File: src/rtl/dram_port_arbiter_pkg.sv
// Shared types and constants for the two-port DRAM user-port arbiter.
// Build option: DRAM_ARB_FIXED_PRIO_EN selects fixed data-port priority.
package dram_arb_pkg;

    localparam int ADDR_W_DEF = 27;
    localparam int DATA_W_DEF = 32;

    typedef enum logic [1:0] {
        ST_IDLE = 2'd0,
        ST_WAIT = 2'd1,
        ST_RESP = 2'd2
    } state_t;

    localparam logic PORT_IF   = 1'b0;
    localparam logic PORT_DATA = 1'b1;

endpackage

File: src/rtl/dram_port_arbiter_if.sv
// Requester-side and DRAM-side handshake bundles for the DRAM port arbiter.
// The arbiter is the slave of each requester and the master of the DRAM port.
interface dram_req_if #(
    parameter int ADDR_W = 27,
    parameter int DATA_W = 32
);
    logic              valid;
    logic              rw;
    logic [ADDR_W-1:0] addr;
    logic [DATA_W-1:0] wdata;
    logic              done;
    logic [DATA_W-1:0] rdata;

    modport master (
        output valid, rw, addr, wdata,
        input  done, rdata
    );

    modport slave (
        input  valid, rw, addr, wdata,
        output done, rdata
    );
endinterface

interface dram_mem_if #(
    parameter int ADDR_W = 27,
    parameter int DATA_W = 32
);
    logic [ADDR_W-1:0] addr_dram;
    logic [DATA_W-1:0] din_dram;
    logic              rw_dram;
    logic              valid_dram;
    logic [DATA_W-1:0] dout_dram;
    logic              ready_dram;

    modport master (
        output addr_dram, din_dram, rw_dram, valid_dram,
        input  dout_dram, ready_dram
    );

    modport slave (
        input  addr_dram, din_dram, rw_dram, valid_dram,
        output dout_dram, ready_dram
    );
endinterface

File: src/rtl/dram_port_arbiter_rr_arb2.sv
// Combinational two-way picker: returns the index of the winning requester.
// Contention goes to the port other than last, or always to data when fixed.
module rr_arb2
    import dram_arb_pkg::*;
(
    input  logic [1:0] req,
    input  logic       last,
    input  logic       fixed_prio,
    output logic       grant
);

    always_comb begin
        grant = PORT_IF;
        if (req == 2'b11) begin
            grant = fixed_prio ? PORT_DATA : ~last;
        end else begin
            grant = req[1];
        end
    end

endmodule

File: src/rtl/dram_port_arbiter.sv
// Shares one DRAM user port between instruction fetch (m0) and data (m1).
// Build option: DRAM_ARB_FIXED_PRIO_EN gives port 1 fixed priority.
module dram_port_arbiter
    import dram_arb_pkg::*;
#(
    parameter int ADDR_W = ADDR_W_DEF,
    parameter int DATA_W = DATA_W_DEF
) (
    input  logic        clk,
    input  logic        rstn,
    dram_req_if.slave   m0,
    dram_req_if.slave   m1,
    dram_mem_if.master  dram,
    output logic        busy
);

`ifdef DRAM_ARB_FIXED_PRIO_EN
    localparam logic FIXED_PRIO = 1'b1;
`else
    localparam logic FIXED_PRIO = 1'b0;
`endif

    state_t            r_state;
    logic              r_grant;
    logic              r_last_grant;
    logic [ADDR_W-1:0] r_addr;
    logic [DATA_W-1:0] r_din;
    logic              r_rw;
    logic [1:0]        r_done;
    logic [DATA_W-1:0] r_rdata0;
    logic [DATA_W-1:0] r_rdata1;

    logic [1:0] w_req;
    logic       w_grant;

    assign w_req = {m1.valid, m0.valid};

    rr_arb2 u_rr_arb2 (
        .req        (w_req),
        .last       (r_last_grant),
        .fixed_prio (FIXED_PRIO),
        .grant      (w_grant)
    );

    always_ff @(posedge clk or negedge rstn) begin
        if (!rstn) begin
            r_state      <= ST_IDLE;
            r_grant      <= PORT_IF;
            r_last_grant <= PORT_IF;
            r_addr       <= '0;
            r_din        <= '0;
            r_rw         <= 1'b0;
            r_done       <= 2'b00;
            r_rdata0     <= '0;
            r_rdata1     <= '0;
        end else begin
            unique case (r_state)
                ST_IDLE: begin
                    if (|w_req) begin
                        r_grant <= w_grant;
                        r_addr  <= w_grant ? m1.addr  : m0.addr;
                        r_din   <= w_grant ? m1.wdata : m0.wdata;
                        r_rw    <= w_grant ? m1.rw    : m0.rw;
                        r_state <= ST_WAIT;
                    end
                end
                ST_WAIT: begin
                    if (dram.ready_dram) begin
                        // writes leave the requester's read data untouched
                        if (!r_rw && !r_grant) r_rdata0 <= dram.dout_dram;
                        if (!r_rw &&  r_grant) r_rdata1 <= dram.dout_dram;
                        r_done[r_grant] <= 1'b1;
                        r_state         <= ST_RESP;
                    end
                end
                ST_RESP: begin
                    r_done       <= 2'b00;
                    r_last_grant <= r_grant;
                    r_state      <= ST_IDLE;
                end
                default: r_state <= ST_IDLE;
            endcase
        end
    end

    // valid drops in the ready cycle so the controller never sees a repeat
    assign dram.valid_dram = (r_state == ST_WAIT) & ~dram.ready_dram;
    assign dram.addr_dram  = r_addr;
    assign dram.din_dram   = r_din;
    assign dram.rw_dram    = r_rw;

    assign m0.done  = r_done[0];
    assign m1.done  = r_done[1];
    assign m0.rdata = r_rdata0;
    assign m1.rdata = r_rdata1;

    assign busy = (r_state != ST_IDLE);

endmodule
File: src/flat_wrapper.sv
// flat-port wrapper written by rule: the top's interface ports become plain ports
module dram_port_arbiter_flat import dram_arb_pkg::*;
#(
    parameter int ADDR_W = ADDR_W_DEF,
    parameter int DATA_W = DATA_W_DEF
)
  (clk, rstn, busy, m0_valid, m0_rw, m0_addr, m0_wdata, m0_done, m0_rdata, m1_valid, m1_rw, m1_addr, m1_wdata, m1_done, m1_rdata, dram_addr_dram, dram_din_dram, dram_rw_dram, dram_valid_dram, dram_dout_dram, dram_ready_dram);
  dram_req_if #(.ADDR_W(ADDR_W), .DATA_W(DATA_W)) m0_i ();
  dram_req_if #(.ADDR_W(ADDR_W), .DATA_W(DATA_W)) m1_i ();
  dram_mem_if #(.ADDR_W(ADDR_W), .DATA_W(DATA_W)) dram_i ();
  input  logic clk;
  input  logic rstn;
  output logic busy;
  input wire logic [$bits(m0_i.valid)-1:0] m0_valid;
  input wire logic [$bits(m0_i.rw)-1:0] m0_rw;
  input wire logic [$bits(m0_i.addr)-1:0] m0_addr;
  input wire logic [$bits(m0_i.wdata)-1:0] m0_wdata;
  output wire logic [$bits(m0_i.done)-1:0] m0_done;
  output wire logic [$bits(m0_i.rdata)-1:0] m0_rdata;
  input wire logic [$bits(m1_i.valid)-1:0] m1_valid;
  input wire logic [$bits(m1_i.rw)-1:0] m1_rw;
  input wire logic [$bits(m1_i.addr)-1:0] m1_addr;
  input wire logic [$bits(m1_i.wdata)-1:0] m1_wdata;
  output wire logic [$bits(m1_i.done)-1:0] m1_done;
  output wire logic [$bits(m1_i.rdata)-1:0] m1_rdata;
  output wire logic [$bits(dram_i.addr_dram)-1:0] dram_addr_dram;
  output wire logic [$bits(dram_i.din_dram)-1:0] dram_din_dram;
  output wire logic [$bits(dram_i.rw_dram)-1:0] dram_rw_dram;
  output wire logic [$bits(dram_i.valid_dram)-1:0] dram_valid_dram;
  input wire logic [$bits(dram_i.dout_dram)-1:0] dram_dout_dram;
  input wire logic [$bits(dram_i.ready_dram)-1:0] dram_ready_dram;
  assign m0_i.valid = m0_valid;
  assign m0_i.rw = m0_rw;
  assign m0_i.addr = m0_addr;
  assign m0_i.wdata = m0_wdata;
  assign m0_done = m0_i.done;
  assign m0_rdata = m0_i.rdata;
  assign m1_i.valid = m1_valid;
  assign m1_i.rw = m1_rw;
  assign m1_i.addr = m1_addr;
  assign m1_i.wdata = m1_wdata;
  assign m1_done = m1_i.done;
  assign m1_rdata = m1_i.rdata;
  assign dram_addr_dram = dram_i.addr_dram;
  assign dram_din_dram = dram_i.din_dram;
  assign dram_rw_dram = dram_i.rw_dram;
  assign dram_valid_dram = dram_i.valid_dram;
  assign dram_i.dout_dram = dram_dout_dram;
  assign dram_i.ready_dram = dram_ready_dram;
  dram_port_arbiter #(.ADDR_W(ADDR_W), .DATA_W(DATA_W)) u_core (.clk(clk), .rstn(rstn), .m0(m0_i), .m1(m1_i), .dram(dram_i), .busy(busy));
endmodule
File: config.mk
export PLATFORM = sky130hd
export DESIGN_NAME = dram_port_arbiter_flat
export DESIGN_NICKNAME = d
export VERILOG_FILES = /design/src/rtl/dram_port_arbiter_pkg.sv /design/src/rtl/dram_port_arbiter_if.sv /design/src/rtl/dram_port_arbiter_rr_arb2.sv /design/src/rtl/dram_port_arbiter.sv /design/src/flat_wrapper.sv
export SDC_FILE = /design/constraint.sdc
export NUM_CORES = 1
export LEC_CHECK = 0
export ABC_AREA = 1
export BUFFER_PORTS_ARGS = -buffer_cell sky130_fd_sc_hd__clkbuf_2
export CORE_ASPECT_RATIO = 0.9
export CORE_MARGIN = 5
export CORE_UTILIZATION = 47
export DETAILED_ROUTE_END_ITERATION = 10
export PLACE_DENSITY = 0.81
export REMOVE_ABC_BUFFERS = 1
export SLEW_MARGIN = 25
export SYNTH_ARGS = -nofsm -noshare
export SYNTH_HDL_FRONTEND = slang
export SYNTH_SLANG_ARGS = --single-unit
export TNS_END_PERCENT = 20
File: constraint.sdc
create_clock -name clk -period 1.5 [get_ports clk]
set_input_delay 0.225 -clock clk [delete_from_list [all_inputs] [get_ports clk]]
set_output_delay 0.225 -clock clk [all_outputs]
set_load 0.005 [all_outputs]
==> results.yml <==
drt:
  drt-vias-per-instance: 4.94
  first_pass_iters: 4
  routed_wl_um: 19300
  drc: 0
  drt_iter0_drc: 532
  final_antenna_net_count: 0
  wl_per_cell_um: 15.1
  via_count: 6308
worst_setup_path:
  crit_arrival_ns: 1.20
  slowest_delay_ns: 0.40
  path_delay_family: "flip-flops"
  crit_chain: "inv_2 > nand3_1 > inv_1 > clkbuf_2"
  endpoint_kind: "output port"
  worstPathMaxFanout: 3
  critPathLaunchType: "register"
  cp_slowest_cell: "dfrtp_1"
  path_buf_inv: 3
  critPathKind: "register to output port"
  required_ns: 1.27
logic_synthesis:
  synth_xor_xnor_area_share_pct: 0
  ys_types: 18
  yosys.area_share.adder_pct: 0
  synth_top_area_share_pct: 52.6
  synthMostInstantiatedCell: "nand2_1"
  netlist_instances: 824
  synth_top_family_by_area: "simple AND/OR/NAND/NOR gates"
  synthTopCellsByCount: "nand2_1 (316), nand3_1 (155), dfrtp_1 (130)"
  yosysTopAreaCell: "dfrtp_1"
  yosysSeqAreaShare_pct: 52.6
  yosys.area_share.simple_pct: 32.7
  synthMuxAreaShare_pct: 0
  netlist_top_cells_area: "dfrtp_1 (53%), nand2_1 (19%), nand3_1 (13%)"
  synth_area_per_cell_um2: 7.51
  synth_edf_count: 0
  synthesis.area_um2: 6190
  ys.flop_type: "dfrtp_1"
  synth-compound-area-share_pct: 3.09
  yosysWarnings: 0
  async_flop_share_pct: 100
  ys_ff_latch: 130
die:
  die_w_um: 131
  core_um2: 12800
  initial_core_util_pct: 48.4
  rows: 39
  die_area_um2: 15600
  ioPinCount: 285
  fp.dieH_um: 119
worst_hold_path:
  hold_class: "primary input to register"
power:
  pwr-share-clk_pct: 26.2
  power_density_nw_per_um2: 1970
  p_seq_share_pct: 36.7
  ir_drop_v: 0.000900
  total_power_mw: 16.8
  switching_share_pct: 36.4
  p_sw_mw: 6.11
  power_frac_comb_pct: 37.1
  leakagePower_nw: 5.25
  internal-power_mw: 10.7
placement:
  place_inst: 1246
  port_buffers: 284
  hpwl_um: 13800
  globalplace.congestion: 0.927
  pre_cts_ws_ns: 0.206
sta:
  hold_viol_final: 0
  setup-violations-final: 0
  clock.fmax_mhz: 703
  slew_viol_final: 0
  tightest_slew_ns: 0.419
  finClkSkew_ns: 0.00553
  rsz0062_at_grt: "no"
  tns_ns: 0
  setup_slack_ns: 0.0767
  relSlewSlack_pct: 72.1
  min_period_ns: 1.42
  hold-worst-slack_ns: 0.0358
  post-route-period-util_pct: 94.9
final_layout:
  fill_cells: 1105
  area_growth_pct: 37.5
  fin_cells: 1278
  drive_above_1_share_pct: 31.3
  nets: 1259
  antennaDiodeCount: 0
grt:
  grt-ovfl-total: 0
  grt_max_degree: 61
  grt_pass1_vias: 6171
  grt_pass1_wl_um: 30800
  grt_usage_pct: 24.7
  antenna_found_initial: 0
clocking:
  cts_root_buf: "clkbuf_16"
  clockBufferDepth: 2
  path_clk_slew_ns: 0.06
  cts_sinks: 130
  clk_latency_ns: 0.41
  cts.htree.levels: 4
  ctsResizeCount: 0
  cts_buffers: 17
  cts_tree: "done"
run_status:
  status: "finished clean"
flow_run:
  cap_violations: 0
[cell families (layout without fill, tap and decap cells)]
logic type             after synthesis  after routing
flip-flops                         130            130
buffers and inverters              176            466
AND/OR/NAND/NOR                    482            482
AO/OA/AOI/OAI                       36             36
[repair_timing]
item,4_1_cts,5_1_grt
hold buffers,1,0
buffers inserted,0,0
endpoints found under the hold margin,24,0
[per-stage QoR]
| stage | cell area, um^2 | util (%) |
|---|---|---|
| floorplan | 5950 | - |
| global placement | 7870 | 61.5 |
| detailed placement | 7870 | 61.5 |
| CTS | 8510 | 66.6 |
| global route | 8510 | 66.6 |
| finish | 8510 | 66.6 |
[power by group through the flow]
stage	combinational (mW)	clock (mW)	sequential [mW]
3_3_place_gp	6.12	0	6.14
4_1_cts	6.30	4.47	6.15
3_5_place_dp	6.29	0	6.15
6_report	6.22	4.40	6.16
5_1_grt	6.96	4.65	6.34
2_1_floorplan	2.71	0	6.20
[final timing paths]
kind | from | to | slack [ns] | depth (start not counted)
min in group asynchronous | rstn | u_core.dram.addr_dram[20] | 0.34 | 2
hold / removal | dram_dout_dram[16] | u_core.m1.rdata[16] | 0.04 | 3
max in group asynchronous | rstn | u_core.m1.rdata[30] | 0.60 | 3
hold reg to reg | u_core.m0.rdata[2] | u_core.m0.rdata[2] | 0.47 | 2
setup reg to reg | u_core.r_state[0] | u_core.dram.din_dram[28] | 0.20 | 6
setup / recovery | u_core.r_state[1] | dram_valid_dram | 0.08 | 4
[metal layers]
| metal | vias to the layer above | part of all wire (%) | global-route usage [%] |
|---|---|---|---|
| li1 | 3079 | - | - |
| met1 | 2934 | 41 | 32.1 |
| met3 | 49 | 6.5 | 5.73 |
| met2 | 246 | 49 | 39.3 |
| met4 | 0 | 3.3 | 11.1 |
| met5 | - | 0 | 0 |
[layout make-up]
type	count	area, um^2	area share, %
Inverter	127	477	5.60
Clock inverter	10	155	1.82
Multi-Input combinational cell	518	2220	26.1
Tap cell	164	205	2.41
Sequential cell	130	3250	38.2
Timing Repair Buffer	308	1720	20.2
Clock buffer	21	480	5.64
[cells in the final DEF (no fill, tap or decap)]
master	count
bufinv_16	4
dfrtp_1	130
clkbuf_2	283
clkbuf_8	4
nand3_1	155
clkinvlp_4	2
o21ai_0	34
buf_12	9
nor2_1	3
nand2_2	3
inv_1	125
nand3_2	1
nor2_2	2
clkinv_2	4
dlygate4sd3_1	1
o21ai_4	1
buf_4	15
inv_2	2
nor2_4	1
nand2_1	316
or2_2	1
clkbuf_16	17
a21oi_1	1
[tightest hold or removal path, delay by kind of cell]
family,cells,cell delay (ns)
buffers and inverters,1,0.09
and+or+nand+nor,2,0.10
[state kept, by name, indices dropped and copies added (netlist names)]
register	count
u_core.r_done	2
u_core.m1.rdata	32
u_core.m0.rdata	32
u_core.r_state	2
u_core.dram.din_dram	32
u_core.r_grant	1
u_core.r_last_grant	1
u_core.dram.addr_dram	27
u_core.dram.rw_dram	1
No activity file was read; power rests on OpenSTA's default activity.
